### src/rtl/apb_master_bridge.sv
// APB requester bridge: single-beat valid/ready commands in, APB SETUP/ACCESS transfers out,
// with a registered one-cycle response strobe and a bounded wait-state timeout.
module apb_master_bridge #(
  parameter int A_WIDTH = 8,
  parameter int D_WIDTH = 8,
  parameter int TIMEOUT = 16
) (
  input  logic               p_clk,
  input  logic               p_rst,
  input  logic               cmd_valid,
  output logic               cmd_ready,
  input  logic               cmd_write,
  input  logic [A_WIDTH-1:0] cmd_addr,
  input  logic [D_WIDTH-1:0] cmd_wdata,
  output logic               rsp_valid,
  output logic [D_WIDTH-1:0] rsp_rdata,
  output logic               rsp_err,
  output logic               rsp_timeout,
  output logic               p_sel,
  output logic               p_enable,
  output logic               p_write,
  output logic [A_WIDTH-1:0] p_addr,
  output logic [D_WIDTH-1:0] wr_data,
  input  logic [D_WIDTH-1:0] rd_data,
  input  logic               p_ready,
  input  logic               p_slverr
);

  // A zero TIMEOUT still needs a legal one-bit counter; it simply never expires.
  localparam int CW = (TIMEOUT > 0) ? $clog2(TIMEOUT + 1) : 1;
  localparam logic [CW-1:0] CNT_LAST = CW'((TIMEOUT > 0) ? TIMEOUT - 1 : 0);
  localparam logic [CW-1:0] CNT_MAX  = {CW{1'b1}};
  localparam logic [CW-1:0] CNT_ONE  = CW'(1);
  localparam logic [CW-1:0] CNT_ZERO = {CW{1'b0}};

  typedef enum logic [1:0] {
    IDLE   = 2'd0,
    SETUP  = 2'd1,
    ACCESS = 2'd2
  } state_t;

  state_t        state_r;
  logic [CW-1:0] wait_cnt_r;

  logic timeout_s;
  logic done_s;
  logic cmd_ready_s;
  logic accept_s;

  // Completion decode and command handshake; cmd_ready follows p_ready in ACCESS.
  always_comb begin
    timeout_s   = 1'b0;
    done_s      = 1'b0;
    cmd_ready_s = 1'b0;
    if ((TIMEOUT != 0) && (state_r == ACCESS) && !p_ready && (wait_cnt_r == CNT_LAST)) begin
      timeout_s = 1'b1;
    end else begin
      timeout_s = 1'b0;
    end
    if (state_r == ACCESS) begin
      done_s = p_ready || timeout_s;
    end else begin
      done_s = 1'b0;
    end
    case (state_r)
      IDLE:    cmd_ready_s = !p_rst;
      ACCESS:  cmd_ready_s = done_s && !p_rst;
      default: cmd_ready_s = 1'b0;
    endcase
    accept_s = cmd_valid && cmd_ready_s;
  end

  assign cmd_ready = cmd_ready_s;

  // Transfer FSM with registered APB and response outputs.
  always_ff @(posedge p_clk or posedge p_rst) begin
    if (p_rst) begin
      state_r     <= IDLE;
      wait_cnt_r  <= CNT_ZERO;
      p_sel       <= 1'b0;
      p_enable    <= 1'b0;
      p_write     <= 1'b0;
      p_addr      <= {A_WIDTH{1'b0}};
      wr_data     <= {D_WIDTH{1'b0}};
      rsp_valid   <= 1'b0;
      rsp_rdata   <= {D_WIDTH{1'b0}};
      rsp_err     <= 1'b0;
      rsp_timeout <= 1'b0;
    end else begin
      rsp_valid <= 1'b0;
      case (state_r)
        IDLE: begin
          p_enable <= 1'b0;
          if (accept_s) begin
            state_r <= SETUP;
            p_sel   <= 1'b1;
            p_write <= cmd_write;
            p_addr  <= cmd_addr;
            wr_data <= cmd_wdata;
          end else begin
            p_sel <= 1'b0;
          end
        end
        SETUP: begin
          state_r    <= ACCESS;
          p_sel      <= 1'b1;
          p_enable   <= 1'b1;
          wait_cnt_r <= CNT_ZERO;
        end
        ACCESS: begin
          if (done_s) begin
            rsp_valid   <= 1'b1;
            rsp_timeout <= timeout_s;
            rsp_err     <= timeout_s ? 1'b1 : p_slverr;
            rsp_rdata   <= (timeout_s || p_write) ? {D_WIDTH{1'b0}} : rd_data;
            p_enable    <= 1'b0;
            // Back-to-back: skip IDLE and go straight into SETUP of the next command.
            if (accept_s) begin
              state_r <= SETUP;
              p_sel   <= 1'b1;
              p_write <= cmd_write;
              p_addr  <= cmd_addr;
              wr_data <= cmd_wdata;
            end else begin
              state_r <= IDLE;
              p_sel   <= 1'b0;
            end
          end else if (wait_cnt_r != CNT_MAX) begin
            wait_cnt_r <= wait_cnt_r + CNT_ONE;
          end else begin
            wait_cnt_r <= wait_cnt_r;
          end
        end
        default: begin
          state_r  <= IDLE;
          p_sel    <= 1'b0;
          p_enable <= 1'b0;
        end
      endcase
    end
  end

endmodule
### config.mk
export PLATFORM = sky130hd
export DESIGN_NAME = apb_master_bridge
export DESIGN_NICKNAME = d
export VERILOG_FILES = /design/src/rtl/apb_master_bridge.sv
export SDC_FILE = /design/constraint.sdc
export NUM_CORES = 1
export LEC_CHECK = 0
export CORE_MARGIN = 2
export CORE_UTILIZATION = 25
export CTS_CLUSTER_SIZE = 20
export DETAILED_ROUTE_END_ITERATION = 6
export GPL_TIMING_DRIVEN = 0
export SKIP_CTS_REPAIR_TIMING = 1
export SLEW_MARGIN = 20
export SYNTH_ARGS = -nofsm -noshare
export SYNTH_HDL_FRONTEND = slang
export SYNTH_SLANG_ARGS = --single-unit
### constraint.sdc
create_clock -name p_clk -period 2.33 [get_ports p_clk]
set_input_delay 0.466 -clock p_clk [delete_from_list [all_inputs] [get_ports p_clk]]
set_output_delay 0.466 -clock p_clk [all_outputs]
set_load 0.005 [all_outputs]
==> impl_metrics.yaml <==
pwr:
  p_leak_nw: 1.06
  power_w: 0.00190
  swShare_pct: 26.0
  seq_power_share_pct: 45.8
  switchingPower_w: 0.000494
  power_frac_clock_pct: 22.9
  p_int_w: 0.00141
  peakVddDrop_uv: 353
  powerDensity_mw_per_mm2: 770
  p_comb_share_pct: 31.3
timing:
  fin_crit_ps: 2410
  rsz0062_at_grt: "true"
  relSlewSlack_pct: 64.6
  tightest_slew_ps: 529
  fin_worst_skew_ps: 3.68
  fmax_mhz: 415
  period_share_pct: 103
  holdWs_ps: 412
  setup_slack_ps: -80.5
  slew_violations: 0
  hold_violations: 0
  finalSetupViolations: 1
floorplan:
  initial_utilization_pct: 25.5
  core_mm2: 0.00628
  fp-row-count: 29
  io_pins: 61
  fp.dieW_um: 84.0
  die_area_mm2: 0.00705
  die_h_um: 84.0
drt:
  drtPass1Iterations: 4
  drt-met1-wl_mm: 1.60
  wirelength_mm: 3.48
  routedWlPerCell_um: 13.1
  maxUsedRoutingLayer: "met4"
  vias: 1186
  drc: 0
  wl_met2_mm: 1.59
  vias_per_cell: 4.46
  antenna_left: 0
  met3RoutedLength_um: 232
  drt_iter0_markers: 50
yosys:
  synth_largest_area_cell: "dfrtp_1"
  ys_top_cells_by_area: "dfrtp_1 (58%), mux2_4 (8.5%), mux2_2 (5.6%), a22o_1 (5.5%), ha_1 (2.3%)"
  syn_inst: 116
  yosysMostFrequentCell: "dfrtp_1"
  synth_top_area_share_pct: 57.9
  async_flop_share_pct: 100
  syn_avg_cell_area_um2: 13.8
  synth_nets: 149
  ys_top_cells_by_count: "dfrtp_1 (37), a22o_1 (10), mux2_4 (9)"
  ys_warn_count: 0
  ys_ff_latch: 37
  yosysSeqAreaShare_pct: 57.9
  netlist_area_mm2: 0.00160
  synth_edf_count: 0
  ys_types: 36
  synthFlopType: "dfrtp_1"
setup_path:
  worstPathCellList: "ha_4, and3_4, ha_4, or3b_4, and2_4, clkbuf_2"
  max_stage_delay_ps: 450
  worstReg2RegStart: "wait_cnt_r[1]"
  arrival_ps: 1940
  crit_start: "wait_cnt_r[1]"
  crit_buf_inv: 1
  crit_path_frequent_cell: "ha_4"
  slowest_stage: "dfrtp_2"
  regToRegSetupSlack_ps: 160
  cp_data_required_time_ps: 1860
  crit_type: "flop to output port"
  end_kind: "output port"
  crit_family: "simple AND/OR/NAND/NOR gates"
  cp-start-kind: "flop"
  critPathMaxFanout: 5
finish:
  nets: 221
  drive_above_1_share_pct: 25.9
  multiInputGateArea_um2: 653
  synthToLayoutAreaGrowth_pct: 54.4
  n_antenna_cell: 0
  register_area_um2: 928
  fillers: 615
run_status:
  violations: "setup timing"
  status: "finished, violations left"
cts:
  clock_latency_ps: 290
  cts.reportedPaths.clkPinSlew_ps: 70
  htree_num_levels: 2
  clockBufferDepth: 2
  cts_tree: "done"
  cts_root_buf: "clkbuf_8"
  cts.sinks: 37
  numCtsBuffers: 5
place:
  dp_slack_ps: -346
  dp_hpwl_mm: 2.42
  globalplace.congestion: 0.825
  port_buffers: 60
run:
  cap_violations: 0
global_routing:
  grt_pass1_wl_mm: 5.55
  antenna_found_initial: 0
  grt_pass1_vias: 1141
  grt.overflow.total: 0
  grt_max_degree: 33
  track_usage_pct: 10.0
min_path:
  hold_class: "input port to asynchronous set/reset pin"
metrics by stage:
| step | TNS [ps] | area [µm²] | util, % | instances |
|---|---|---|---|---|
| floorplan | 0 | 1600 | - | 116 |
| global placement | -538 | 2300 | 36.6 | 253 |
| detailed placement | -493 | 2320 | 36.9 | 254 |
| CTS | -883 | 2400 | 38.3 | 262 |
| global route | -143 | 2470 | 39.3 | 266 |
| finish | -80.5 | 2470 | 39.3 | 266 |
final timing paths:
path | to | cells after the start
max reg2reg | wr_data[7] | 8
max | cmd_ready | 6
min in group p_clk | rsp_rdata[4] | 1
min | p_addr[3] | 2
max in group asynchronous | wait_cnt_r[0] | 3
min reg2reg | rsp_rdata[4] | 1
power by group through the flow:
stage,Sequential [W],Clock (W),Combinational (W)
after CTS,0.000866,0.000456,0.000574
final,0.000871,0.000435,0.000595
after floorplan,0.000877,0,0.000225
after detailed placement,0.000875,0,0.000573
after global routing,0.000893,0.000490,0.000643
after global placement,0.000874,0,0.000563
layout make-up:
cell class | instances | area share (%)
inverter | 6 | 1.01
multi-input combinational | 69 | 26.5
tap | 77 | 3.90
timing repair buffer | 65 | 26.2
clock buffer | 5 | 2.79
clock inverter | 3 | 0.710
buffer | 4 | 1.37
sequential | 37 | 37.6
logic make-up after synthesis:
group	count (synthesis)	share of synthesized area, %
flops	37	57.9
simple gates	22	8.37
compound gates	27	13.6
buf+inv	10	3.68
mux	17	14.1
fa+ha+maj	3	2.35
registers in the layout, summed over array words and instances (netlist names), 2 cells and up:
| name | flops |
|---|---|
| p_addr | 8 |
| rsp_rdata | 8 |
| state_r | 2 |
| wait_cnt_r | 5 |
| wr_data | 8 |
placed cells by master, fill, tap and decap left out, types with 2 or more instances in the layout:
cell	instances
dfrtp_2	2
mux2_2	8
and2_1	2
a21oi_1	4
a31o_2	2
inv_1	4
nand3_1	2
nor2_1	4
buf_4	4
clkdlybuf4s50_1	59
nand2_1	2
clkbuf_8	5
mux2_4	9
o2bb2ai_1	2
buf_12	2
nand2b_1	2
nor2b_1	2
buf_2	2
a22o_1	10
ha_4	2
clkinv_2	2
dfrtp_1	35
routing by layer:
layer  up-vias  global-route usage [%]
met3         6                    4.75
li1        567                       -
met4         0                    3.52
met1       573                    13.5
met2        40                    14.1
met5         -                       0
Power figures use the tool's default switching activity.
